$ cat src/rtl/bram_dpm_arbiter.sv
// ---------------------------------------------------------------------------
// bram_dpm_arbiter
//   Shares one port of a 1-cycle-latency block RAM between two requesters.
//   Requests are taken only in IDLE. When both requesters ask at once, the
//   one that was not granted last wins. A granted requester gets a
//   fixed-length burst of len+1 beats with an auto-incrementing address that
//   wraps modulo 2^ADDR_W. There is always at least one IDLE cycle between
//   two bursts.
//
// Ports
//   clk, reset               system clock, synchronous active-high reset
//   reqN/weN/addrN/lenN      burst request, direction, start address and
//                            beat count minus one (N = 0, 1)
//   wdataN                   write data for the beat being acknowledged
//   ackN                     beat accepted this cycle
//   rvalidN                  rdata holds a read beat for requester N
//   doneN                    pulses together with the last ack of a burst
//   rdata                    shared read data, taken straight from bram_dout
//   bram_addr/din/wr/dout    RAM port pins
//   busy                     high while a burst is running
// ---------------------------------------------------------------------------
module bram_dpm_arbiter #(
    parameter int ADDR_W = 10,
    parameter int DATA_W = 8,
    parameter int LEN_W  = 4
) (
    input  logic              clk,
    input  logic              reset,
    input  logic              req0,
    input  logic              we0,
    input  logic [ADDR_W-1:0] addr0,
    input  logic [LEN_W-1:0]  len0,
    input  logic [DATA_W-1:0] wdata0,
    output logic              ack0,
    output logic              rvalid0,
    output logic              done0,
    input  logic              req1,
    input  logic              we1,
    input  logic [ADDR_W-1:0] addr1,
    input  logic [LEN_W-1:0]  len1,
    input  logic [DATA_W-1:0] wdata1,
    output logic              ack1,
    output logic              rvalid1,
    output logic              done1,
    output logic [DATA_W-1:0] rdata,
    output logic [ADDR_W-1:0] bram_addr,
    output logic [DATA_W-1:0] bram_din,
    output logic              bram_wr,
    input  logic [DATA_W-1:0] bram_dout,
    output logic              busy
);

    typedef enum logic {S_IDLE, S_BURST} state_t;

    state_t            r_state;
    state_t            w_state_next;
    logic              r_gnt;
    logic              r_last_gnt;
    logic              r_we;
    logic [ADDR_W-1:0] r_addr;
    logic [LEN_W-1:0]  r_cnt;
    logic              r_rvalid0;
    logic              r_rvalid1;

    logic              w_grant_valid;
    logic              w_grant_sel;
    logic              w_last_beat;

    assign w_last_beat = (r_cnt == '0);
    assign rdata       = bram_dout;
    assign rvalid0     = r_rvalid0;
    assign rvalid1     = r_rvalid1;

    always_comb begin
        w_state_next  = r_state;
        w_grant_valid = 1'b0;
        w_grant_sel   = 1'b0;
        ack0          = 1'b0;
        ack1          = 1'b0;
        done0         = 1'b0;
        done1         = 1'b0;
        bram_addr     = '0;
        bram_din      = '0;
        bram_wr       = 1'b0;
        busy          = 1'b0;

        case (r_state)
            S_IDLE: begin
                if (req0 || req1) begin
                    w_grant_valid = 1'b1;
                    // Tie goes to whoever did not win last time; otherwise
                    // the lone requester wins.
                    w_grant_sel   = (req0 && req1) ? ~r_last_gnt : req1;
                    w_state_next  = S_BURST;
                end
            end
            S_BURST: begin
                busy      = 1'b1;
                bram_addr = r_addr;
                bram_din  = r_gnt ? wdata1 : wdata0;
                // Reset gates the strobes immediately so a burst cut short
                // by reset cannot write once more before the clearing edge.
                bram_wr   = r_we & ~reset;
                ack0      = ~r_gnt & ~reset;
                ack1      = r_gnt & ~reset;
                done0     = ack0 & w_last_beat;
                done1     = ack1 & w_last_beat;
                if (w_last_beat) begin
                    w_state_next = S_IDLE;
                end
            end
            default: w_state_next = S_IDLE;
        endcase
    end

    always_ff @(posedge clk) begin
        if (reset) begin
            r_state    <= S_IDLE;
            r_gnt      <= 1'b0;
            r_last_gnt <= 1'b1;
            r_we       <= 1'b0;
            r_addr     <= '0;
            r_cnt      <= '0;
            r_rvalid0  <= 1'b0;
            r_rvalid1  <= 1'b0;
        end else begin
            r_state   <= w_state_next;
            // RAM read data appears one cycle after its address, so the
            // valid strobe is simply the read-beat condition delayed once.
            r_rvalid0 <= (r_state == S_BURST) && !r_we && !r_gnt;
            r_rvalid1 <= (r_state == S_BURST) && !r_we &&  r_gnt;
            if (w_grant_valid) begin
                r_gnt  <= w_grant_sel;
                r_we   <= w_grant_sel ? we1   : we0;
                r_addr <= w_grant_sel ? addr1 : addr0;
                r_cnt  <= w_grant_sel ? len1  : len0;
            end else if (r_state == S_BURST) begin
                r_addr <= r_addr + 1'b1;
                r_cnt  <= r_cnt - 1'b1;
                if (w_last_beat) begin
                    r_last_gnt <= r_gnt;
                end
            end
        end
    end

endmodule

$ cat config.mk
export PLATFORM = sky130hd
export DESIGN_NAME = bram_dpm_arbiter
export DESIGN_NICKNAME = d
export VERILOG_FILES = /design/src/rtl/bram_dpm_arbiter.sv
export SDC_FILE = /design/constraint.sdc
export NUM_CORES = 1
export LEC_CHECK = 0
export ABC_AREA = 0
export CAP_MARGIN = 20
export CORE_UTILIZATION = 30
export DETAILED_ROUTE_END_ITERATION = 7
export PLACE_DENSITY = 0.79
export SLEW_MARGIN = 40
export SYNTH_ARGS = -nofsm -noshare
export SYNTH_HDL_FRONTEND = slang
export SYNTH_SLANG_ARGS = --single-unit
$ cat constraint.sdc
create_clock -name clk -period 3 [get_ports clk]
set_clock_uncertainty 0.1 [all_clocks]
set_input_delay 0.3 -clock clk [delete_from_list [all_inputs] [get_ports clk]]
set_output_delay 0.3 -clock clk [all_outputs]
set_load 0.05 [all_outputs]
==> results.sh <==
export IMPL_grt_pass1_vias=1465
export IMPL_drc_errors=0
export IMPL_nets=306
export IMPL_critical_path_max_stage_delay_ns=0.80
export IMPL_postCtsHoldBufs=0
export IMPL_cts_tree="built"
export IMPL_rsz0062_at_grt="no"
export IMPL_viasPerCell=5.00
export IMPL_ys_types=54
export IMPL_ir_drop_uv=147
export IMPL_hold_class="reg -> reg"
export IMPL_synth_seq_cells=20
export IMPL_grt_ovfl_total=0
export IMPL_path_max_fanout=15
export IMPL_initial_core_util_pct=31.8
export IMPL_cts_root_buffer="clkbuf_8"
export IMPL_ioPinCount=92
export IMPL_worst_pin_slew_ns=0.647
export IMPL_dieHeight_um=73.5
export IMPL_grt_antenna_before_repair=0
export IMPL_track_usage_pct=15.2
export IMPL_grt_pass1_wl_mm=6.45
export IMPL_power_leakage_nw=0.862
export IMPL_slew_violations=0
export IMPL_cts_made_buffers=3
export IMPL_outcome="finished clean"
export IMPL_synth_warnings=0
export IMPL_cts_sinks=20
export IMPL_detail_route_wl_per_cell_um=13.3
export IMPL_powerDensity_mw_per_mm2=409
export IMPL_avgSynthCellArea_um2=8.33
export IMPL_cpMaxStageDelayCell="clkdlybuf4s50_1"
export IMPL_firstDrtPassIters=4
export IMPL_hpwl_mm=3.20
export IMPL_coreArea_mm2=0.00482
export IMPL_drv_cap=0
export IMPL_cts_resized=0
export IMPL_hold_viol=0
export IMPL_cts_max_path_buffers=2
export IMPL_synthCells=184
export IMPL_setup_violations=0
export IMPL_first_iter_violations=50
export IMPL_cp_cell_sequence="mux2i_1 -> nor2_1 -> clkdlybuf4s50_1"
export IMPL_path_class="reg -> out"
export IMPL_path_clk_slew_ns=0.08
export IMPL_crit_family="buffers and inverters"
export IMPL_fillers=492
export IMPL_placedCellCount=307
export IMPL_post_route_min_period_ns=2.52
export IMPL_via_count=1554
export IMPL_finalNonFillerCells=311
export IMPL_path_buf_inv=1
export IMPL_gp_congestion=0.873
export IMPL_drive_gt1_share_pct=11.9
export IMPL_design_die_area_mm2=0.00540
export IMPL_htreeDepth=1
export IMPL_timing_setup_tns_ns=0
export IMPL_wl_mm=4.15
export IMPL_postCtsSetupBuffers=0
export IMPL_port_buffers=75
export IMPL_finalPower_mw=0.927
export IMPL_end_kind="output pin"
export IMPL_relSlewSlack_pct=56.8
export IMPL_critPathLaunchType="flip-flop"
export IMPL_post_route_period_util_pct=83.8
export IMPL_regArea_um2=400
export IMPL_cp_arrival_ns=2.12
export IMPL_yosysSeqAreaShare_pct=26.1
export IMPL_syn2layout_area_growth_pct=48.0
export IMPL_rows=25
export IMPL_multiInputGateArea_um2=956
export IMPL_synth_net_count=245
export IMPL_syn_area_mm2=0.00153
export IMPL_fmax_mhz=398
export IMPL_grt_start_max_net_pins=29
export IMPL_antenna_cells=0
export IMPL_clkLatencyLatePin_ns=0.26
export IMPL_crit_required_ns=2.60
export IMPL_detail_route_antenna_nets=0
export IMPL_die_w_um=73.5
## per-layer routing
layer / routed length, µm / global-route usage (%) / part of all wire (%)
met5: 0 / 0 / 0
met4: 36 / 3.85 / 0.87
met3: 257 / 3.02 / 6.2
met2: 2090 / 26.2 / 50
met1: 1760 / 19.3 / 42
## cell usage in the layout (no fill, tap or decap), types with 4 or more instances in the layout
cell type	Yosys	final
clkdlybuf4s50_1	0	69
nor2_1	23	23
dfxtp_1	20	20
mux2i_1	11	11
and2_1	11	11
nand2_1	9	9
buf_4	11	8
nand3_1	7	7
nor3_1	6	6
inv_1	5	5
o21ai_0	5	5
a31oi_1	4	4
a211oi_1	4	4
a21oi_1	4	4
clkbuf_8	0	4
## flip-flops by register name, indices dropped and copies added (netlist names)
signal / count
rvalid0: 1
r_gnt: 1
r_addr: 10
rvalid1: 1
r_we: 1
r_last_gnt: 1
r_state: 1
r_cnt: 4
## layout make-up
type | instances | share of cell area (%)
multi-input cells | 137 | 42.1
repair buffers | 77 | 33.1
flip-flops and latches | 20 | 17.7
well taps | 67 | 3.70
clock buffers | 4 | 2.43
inverters | 6 | 0.993
## metrics by stage
step	cell area [µm²]	setup WS, ns	hold WS (ns)	utilization [%]
after floorplan	1530	0.359	0.329	-
after global placement	2210	0.754	0.350	45.9
after detailed placement	2210	0.717	0.350	45.9
after CTS	2270	0.492	0.368	47.1
after global routing	2270	0.383	0.388	47.1
final	2270	0.485	0.370	47.1
## kinds of logic (layout without fill, tap and decap cells)
family          after synthesis  after routing  share of synthesized area (%)
mux                          16             16                           11.1
compound gates               43             43                           21.8
xor+xnor                      1              1                          0.572
buf+inv                      27             87                           11.5
fa+ha+maj                     3              3                           2.45
flops                        20             20                           26.1
simple gates                 74             74                           26.4
## worst paths after layout
check / start / endpoint / slack [ns] / cells after the start
hold / removal: r_we / rvalid1 / 0.37 / 1
hold reg to reg: r_we / rvalid1 / 0.37 / 1
setup reg to reg: r_state / r_addr[7] / 1.27 / 5
setup / recovery: r_gnt / bram_din[5] / 0.48 / 3
## synthesized netlist by cell type (all sizes together)
cell / instances / area (µm²)
a2111oi: 1 / 15.0
a211oi: 4 / 30.0
a21bo: 1 / 16.3
a21boi: 1 / 7.51
a21o: 3 / 22.5
a21oi: 5 / 28.8
a221oi: 2 / 23.8
a311oi: 3 / 26.3
a31oi: 4 / 25.0
a32oi: 2 / 17.5
a41o: 1 / 10.0
and2: 12 / 76.3
and3: 2 / 13.8
and4: 2 / 18.8
buf: 19 / 146
clkbuf: 2 / 7.51
dfxtp: 20 / 400
ha: 3 / 37.5
inv: 6 / 22.5
mux2: 5 / 60.1
mux2i: 11 / 110
nand2: 10 / 45.0
nand2b: 2 / 12.5
nand3: 7 / 35.0
nand3b: 3 / 22.5
nand4: 1 / 12.5
nor2: 24 / 97.6
nor2b: 2 / 12.5
nor3: 7 / 40.0
nor3b: 1 / 7.51
o211ai: 1 / 7.51
o21ai: 5 / 25.0
o21ba: 1 / 10.0
o221ai: 2 / 17.5
o22a: 1 / 8.76
o22ai: 3 / 18.8
o31ai: 2 / 15.0
o32ai: 1 / 8.76
or4: 1 / 11.3
xnor2: 1 / 8.76
## report_power, final
part           internal [mW]  switching (mW)
clock network          0.117          0.0941
logic                  0.174           0.210
registers              0.296          0.0365
total                  0.587           0.341
(Power assumes the default switching activity.)
